### src/rtl/muldiv_pkg.sv
// Shared definitions for the iterative multiply/divide unit.
// Contents: operation encodings and the FSM state type.
// No logic here.
package muldiv_pkg;

  // Encodings on the op port
  localparam logic [1:0] OP_MULT  = 2'd0;  // signed multiply
  localparam logic [1:0] OP_MULTU = 2'd1;  // unsigned multiply
  localparam logic [1:0] OP_DIV   = 2'd2;  // signed divide
  localparam logic [1:0] OP_DIVU  = 2'd3;  // unsigned divide

  typedef enum logic [1:0] {
    IDLE = 2'd0,
    RUN  = 2'd1,
    FIX  = 2'd2,
    DONE = 2'd3
  } state_t;

endpackage

### src/rtl/muldiv_iter.sv
// One radix-2 step: shift-add multiply or restoring shift-subtract divide.
// Latency: purely combinational, no state.
// Backpressure: none; the caller decides when to register the step.
// Ports: is_div selects the step type; acc/q/m are the running upper half
//   (partial product / remainder), lower half (multiplier / dividend->quotient)
//   and the constant operand (multiplicand / divisor); acc_nxt/q_nxt are results.
module muldiv_iter #(
  parameter int WIDTH = 32
) (
  input  logic             is_div,
  input  logic [WIDTH-1:0] acc,
  input  logic [WIDTH-1:0] q,
  input  logic [WIDTH-1:0] m,
  output logic [WIDTH-1:0] acc_nxt,
  output logic [WIDTH-1:0] q_nxt
);

  logic [WIDTH:0]   sum;
  logic [WIDTH:0]   shifted;
  logic [WIDTH-1:0] diff;

  always_comb begin
    // Multiply: add multiplicand when the current multiplier bit is set, then
    // shift the {acc,q} pair right so the product fills in from the top.
    sum     = {1'b0, acc} + {1'b0, (q[0] ? m : {WIDTH{1'b0}})};
    // Divide: bring the next dividend bit into the remainder.
    shifted = {acc, q[WIDTH-1]};
    // When shifted >= m the true difference is below m, so W bits suffice.
    diff    = shifted[WIDTH-1:0] - m;
    acc_nxt = sum[WIDTH:1];
    q_nxt   = {sum[0], q[WIDTH-1:1]};
    if (is_div) begin
      if (shifted >= {1'b0, m}) begin
        acc_nxt = diff;
        q_nxt   = {q[WIDTH-2:0], 1'b1};
      end else begin
        acc_nxt = shifted[WIDTH-1:0];
        q_nxt   = {q[WIDTH-2:0], 1'b0};
      end
    end
  end

endmodule

### src/rtl/muldiv_unit.sv
// Iterative signed/unsigned multiply and divide unit with HI/LO result registers.
// Latency: done pulses WIDTH+2 cycles after an accepted start (divide by zero: next cycle).
// Backpressure: start is accepted only in IDLE; while busy or in DONE it is ignored.
// Ports: clk, reset (async active-high), start/op/A/B request, busy, done, div0, HI, LO.
// Optional MULDIV_ABORT_EN adds input abort, which cancels a RUN/FIX operation.
module muldiv_unit
  import muldiv_pkg::*;
#(
  parameter int WIDTH = 32
) (
  input  logic             clk,
  input  logic             reset,
  input  logic             start,
`ifdef MULDIV_ABORT_EN
  input  logic             abort,
`endif
  input  logic [1:0]       op,
  input  logic [WIDTH-1:0] A,
  input  logic [WIDTH-1:0] B,
  output logic             busy,
  output logic             done,
  output logic             div0,
  output logic [WIDTH-1:0] HI,
  output logic [WIDTH-1:0] LO
);

  localparam int CW = $clog2(WIDTH + 1) + 1;

  state_t           state;
  logic [CW-1:0]    cnt;
  logic [1:0]       op_r;
  logic             neg_res;   // product / quotient needs negation
  logic             neg_rem;   // remainder takes the (negative) dividend sign
  logic [WIDTH-1:0] acc;
  logic [WIDTH-1:0] q;
  logic [WIDTH-1:0] m;
  logic [WIDTH-1:0] acc_nxt;
  logic [WIDTH-1:0] q_nxt;
  logic             abort_hit;

  // op[0] clear means signed, op[1] set means divide.
  wire op_signed = ~op[0];
  wire op_div    = op[1];
  wire r_signed  = ~op_r[0];
  wire r_div     = op_r[1];

  muldiv_iter #(.WIDTH(WIDTH)) u_iter (
    .is_div  (r_div),
    .acc     (acc),
    .q       (q),
    .m       (m),
    .acc_nxt (acc_nxt),
    .q_nxt   (q_nxt)
  );

  // Sign fix-up of the magnitude result. Negating the minimum value wraps back
  // to itself, which gives the required min / -1 = min with remainder 0.
  logic [2*WIDTH-1:0] prod_fix;
  logic [WIDTH-1:0]   quo_fix;
  logic [WIDTH-1:0]   rem_fix;
  assign prod_fix = neg_res ? -{acc, q} : {acc, q};
  assign quo_fix  = neg_res ? -q : q;
  assign rem_fix  = neg_rem ? -acc : acc;

`ifdef MULDIV_ABORT_EN
  assign abort_hit = abort && (state == RUN || state == FIX);
`else
  assign abort_hit = 1'b0;
`endif

  always_ff @(posedge clk or posedge reset) begin
    if (reset) begin
      state   <= IDLE;
      cnt     <= '0;
      op_r    <= '0;
      neg_res <= 1'b0;
      neg_rem <= 1'b0;
      acc     <= '0;
      q       <= '0;
      m       <= '0;
      busy    <= 1'b0;
      done    <= 1'b0;
      div0    <= 1'b0;
      HI      <= '0;
      LO      <= '0;
    end else begin
      done <= 1'b0;
      if (abort_hit) begin
        state <= IDLE;
        busy  <= 1'b0;
      end else begin
        case (state)
          IDLE: begin
            if (start) begin
              // Raw operands are captured here and turned into magnitudes
              // in the first RUN cycle.
              op_r    <= op;
              q       <= A;
              m       <= B;
              acc     <= '0;
              cnt     <= '0;
              neg_res <= op_signed & (A[WIDTH-1] ^ B[WIDTH-1]);
              neg_rem <= op_signed & op_div & A[WIDTH-1];
              div0    <= 1'b0;
              if (op_div && B == '0) begin
                div0  <= 1'b1;
                done  <= 1'b1;
                state <= DONE;
              end else begin
                busy  <= 1'b1;
                state <= RUN;
              end
            end
          end
          RUN: begin
            // cnt 0: magnitude conversion; cnt 1..WIDTH: one iteration each.
            if (cnt == '0) begin
              if (r_signed && q[WIDTH-1]) q <= -q;
              if (r_signed && m[WIDTH-1]) m <= -m;
            end else begin
              acc <= acc_nxt;
              q   <= q_nxt;
            end
            cnt <= cnt + 1'b1;
            if (cnt == CW'(WIDTH)) state <= FIX;
          end
          FIX: begin
            if (r_div) begin
              LO <= quo_fix;
              HI <= rem_fix;
            end else begin
              {HI, LO} <= prod_fix;
            end
            busy  <= 1'b0;
            done  <= 1'b1;
            state <= DONE;
          end
          DONE: state <= IDLE;
          default: state <= IDLE;
        endcase
      end
    end
  end

endmodule

### config.mk
export PLATFORM = sky130hd
export DESIGN_NAME = muldiv_unit
export DESIGN_NICKNAME = d
export VERILOG_FILES = /design/src/rtl/muldiv_pkg.sv /design/src/rtl/muldiv_iter.sv /design/src/rtl/muldiv_unit.sv
export SDC_FILE = /design/constraint.sdc
export NUM_CORES = 1
export LEC_CHECK = 0
export BUFFER_PORTS_ARGS = -buffer_cell sky130_fd_sc_hd__buf_4
export CORE_MARGIN = 1
export CORE_UTILIZATION = 56
export DETAILED_ROUTE_END_ITERATION = 7
export GPL_TIMING_DRIVEN = 0
export PLACE_DENSITY = 0.79
export SLEW_MARGIN = 10
export SYNTH_ARGS = -nofsm -noshare
export SYNTH_HDL_FRONTEND = slang
export SYNTH_HIERARCHICAL = 1
export SYNTH_SLANG_ARGS = --single-unit
### constraint.sdc
create_clock -name clk -period 5.4 [get_ports clk]
set_input_delay 0.54 -clock clk [delete_from_list [all_inputs] [get_ports clk]]
set_output_delay 0.54 -clock clk [all_outputs]
set_load 0.01 [all_outputs]
==> reports/qor.yml <==
grt_max_degree: 111
root_buffer: "clkbuf_16"
detailedPlace.worstSlack_ns: 1.11
status: "finished with violations"
die_y_um: 166
slew_violations: 0
fin_worst_skew_ns: 0.0266
track_usage_pct: 39.3
rows: 59
end_kind: "flop"
ant_nets: 0
crit_family: "compound AO/OA/AOI/OAI gates"
cts_resized: 0
dp.final_hpwl_um: 41000
power-per-cell-area_mw_per_mm2: 713
syn_to_final_growth_pct: 13.9
vdd.ir_drop.worst_mv: 0.350
tightestPinTransition_ns: 1.19
path_cells: "clkbuf_1, and2_1, ha_1, a211oi_1, o211ai_1, a21oi_1, a211oi_2, a31oi_1, o31ai_1, mux2_2, a211o_1, o21ai_1, a22o_1"
io_pins: 136
violations: "DRC"
cap_violations: 0
layout-drive-gt1-share_pct: 13.8
crit_type: "reg -> reg"
finalWorstSetupSlack_ns: 0.889
drc: 16
die_x_um: 166
crit_buf_inv: 1
min_period_over_period_pct: 83.5
avgRoutedWirePerCell_um: 22.9
cp_slowest_cell: "dfrtp_1"
utilization_pct: 65.5
htreeDepth: 4
dr_total_vias: 15826
diodes: 0
crit_path_start_kind: "flop"
rsz0062_at_grt: "false"
synth-async-reset-ratio_pct: 100
grt_overflow: 0
start_util_pct: 57.5
syn_area_per_cell_um2: 8.07
final_cell_mix: "176 x dfrtp_1, 174 x nand2_1, 171 x a21oi_1"
wirelength_um: 54400
gp_congestion: 0.985
first_iter_violations: 2020
grt_pass1_wl_um: 84900
antenna_found_initial: 1
final_cells: 2372
yosys_warnings: 6
synth_cell_types: 100
ys_seq_area_share_pct: 29.2
grt_pass1_vias: 15086
ys_seq_elements: 176
path_max_fanout: 12
clock_sinks: 176
critPathRequiredTime_ns: 5.78
postCtsSetupRepairBufs: 0
clkLatencyLatePin_ns: 0.46
cts_hold_buffers: 0
cts_tree: "yes"
clock_path_buffers: 2
max_slew_margin_pct: 20.3
finalSetupViolations: 0
netlist_area_mm2: 0.0151
syn_inst: 1869
syn-num-nets: 2012
fillerInstances: 2385
numCtsBuffers: 17
clk_pin_slew_ns: 0.09
numPortBuffers: 135
drt-pass1-iter-count: 8
dieArea_mm2: 0.0276
cpPeakStageDelay_ns: 0.78
synth_edf_count: 0
fmax_mhz: 222
cp.arrival_ns: 4.89
final_common_cell: "dfrtp_1"
period_needed_ns: 4.51
nNetsFinal: 2167
synthFlopType: "dfrtp_1"
core_mm2: 0.0262
hold_class: "in -> async"
placedCellCount: 2340
p_leak_uw: 0.00752
finalHoldViolCount: 0
routed_via_density: 6.67
## synth_stat cells (all sizes together), types with 20 or more instances
cell type | n | area [um^2]
ha | 72 | 901
o21ai | 110 | 562
mux2i | 26 | 260
a21o | 40 | 302
nand2 | 175 | 659
and2 | 39 | 246
o211ai | 23 | 178
nand4 | 23 | 144
nor2 | 153 | 574
nor3 | 52 | 265
xor2 | 60 | 526
o22ai | 20 | 125
dfrtp | 176 | 4400
nand3 | 44 | 225
or3 | 40 | 255
buf | 23 | 143
a21oi | 172 | 865
nor4 | 36 | 238
xnor2 | 61 | 534
a22o | 39 | 342
inv | 72 | 270
mux2 | 46 | 522
clkbuf | 99 | 402
and3 | 20 | 125
a31oi | 34 | 219
## final timing paths
path / from / to / slack (ns) / depth (start not counted)
max: q[0] / acc[30] / 0.89 / 13
min: reset / LO[11] / 0.21 / 2
max reg2reg: q[0] / acc[30] / 0.89 / 13
min reg2reg: div0 / div0 / 0.49 / 2
max in group asynchronous: reset / cnt[1] / 4.37 / 3
min in group clk: op[0] / neg_res / 0.29 / 2
## power by group
part	leakage (uW)	switching [uW]	internal, uW
Clock	0.000302	696	681
Sequential	0.00213	921	1910
Combinational	0.00509	4830	3210
## metal layers
layer / part of all wire (%) / track usage [%] / up-vias
met5: 0 / 0 / -
met4: 4.6 / 18.8 / 0
met3: 9.1 / 5.58 / 158
met2: 45 / 62.0 / 928
met1: 41 / 53.1 / 7608
li1: - / - / 7132
## sequential cells by signal, indices dropped and copies added (netlist names)
signal	cells
HI	32
LO	32
acc	32
m	32
q	32
cnt	7
op_r	2
state	2
busy	1
div0	1
done	1
neg_rem	1
neg_res	1
## layout make-up
cell class                 instances  area (um^2)  area share (%)
multi-input combinational       1497         9850            57.4
clock buffer                      17          425            2.48
timing repair buffer             136         1040            6.06
sequential                       176         4400            25.7
clock inverter                    15          201            1.17
buffer                           122          544            3.17
inverter                          74          285            1.66
tap                              335          419            2.44
## kinds of logic after synthesis
family | after synthesis | share of synthesized area (%)
mux | 72 | 5.19
compound gates | 572 | 25.0
fa+ha+maj | 74 | 6.24
flops | 176 | 29.2
simple gates | 658 | 21.9
buf+inv | 196 | 5.45
xor+xnor | 121 | 7.03
## per-stage QoR
step / setup TNS (ns) / instance area [um^2] / hold slack, ns / total power (uW)
global route: 0 / 17200 / 0.289 / 13000
floorplan: 0 / 15100 / 0.463 / 8110
finish: 0 / 17200 / 0.208 / 12200
global placement: -378.23 / 16500 / 0.464 / 10400
detailed placement: 0 / 16500 / 0.473 / 10600
CTS: 0 / 17200 / 0.270 / 12000
(Power assumes the default switching activity.)
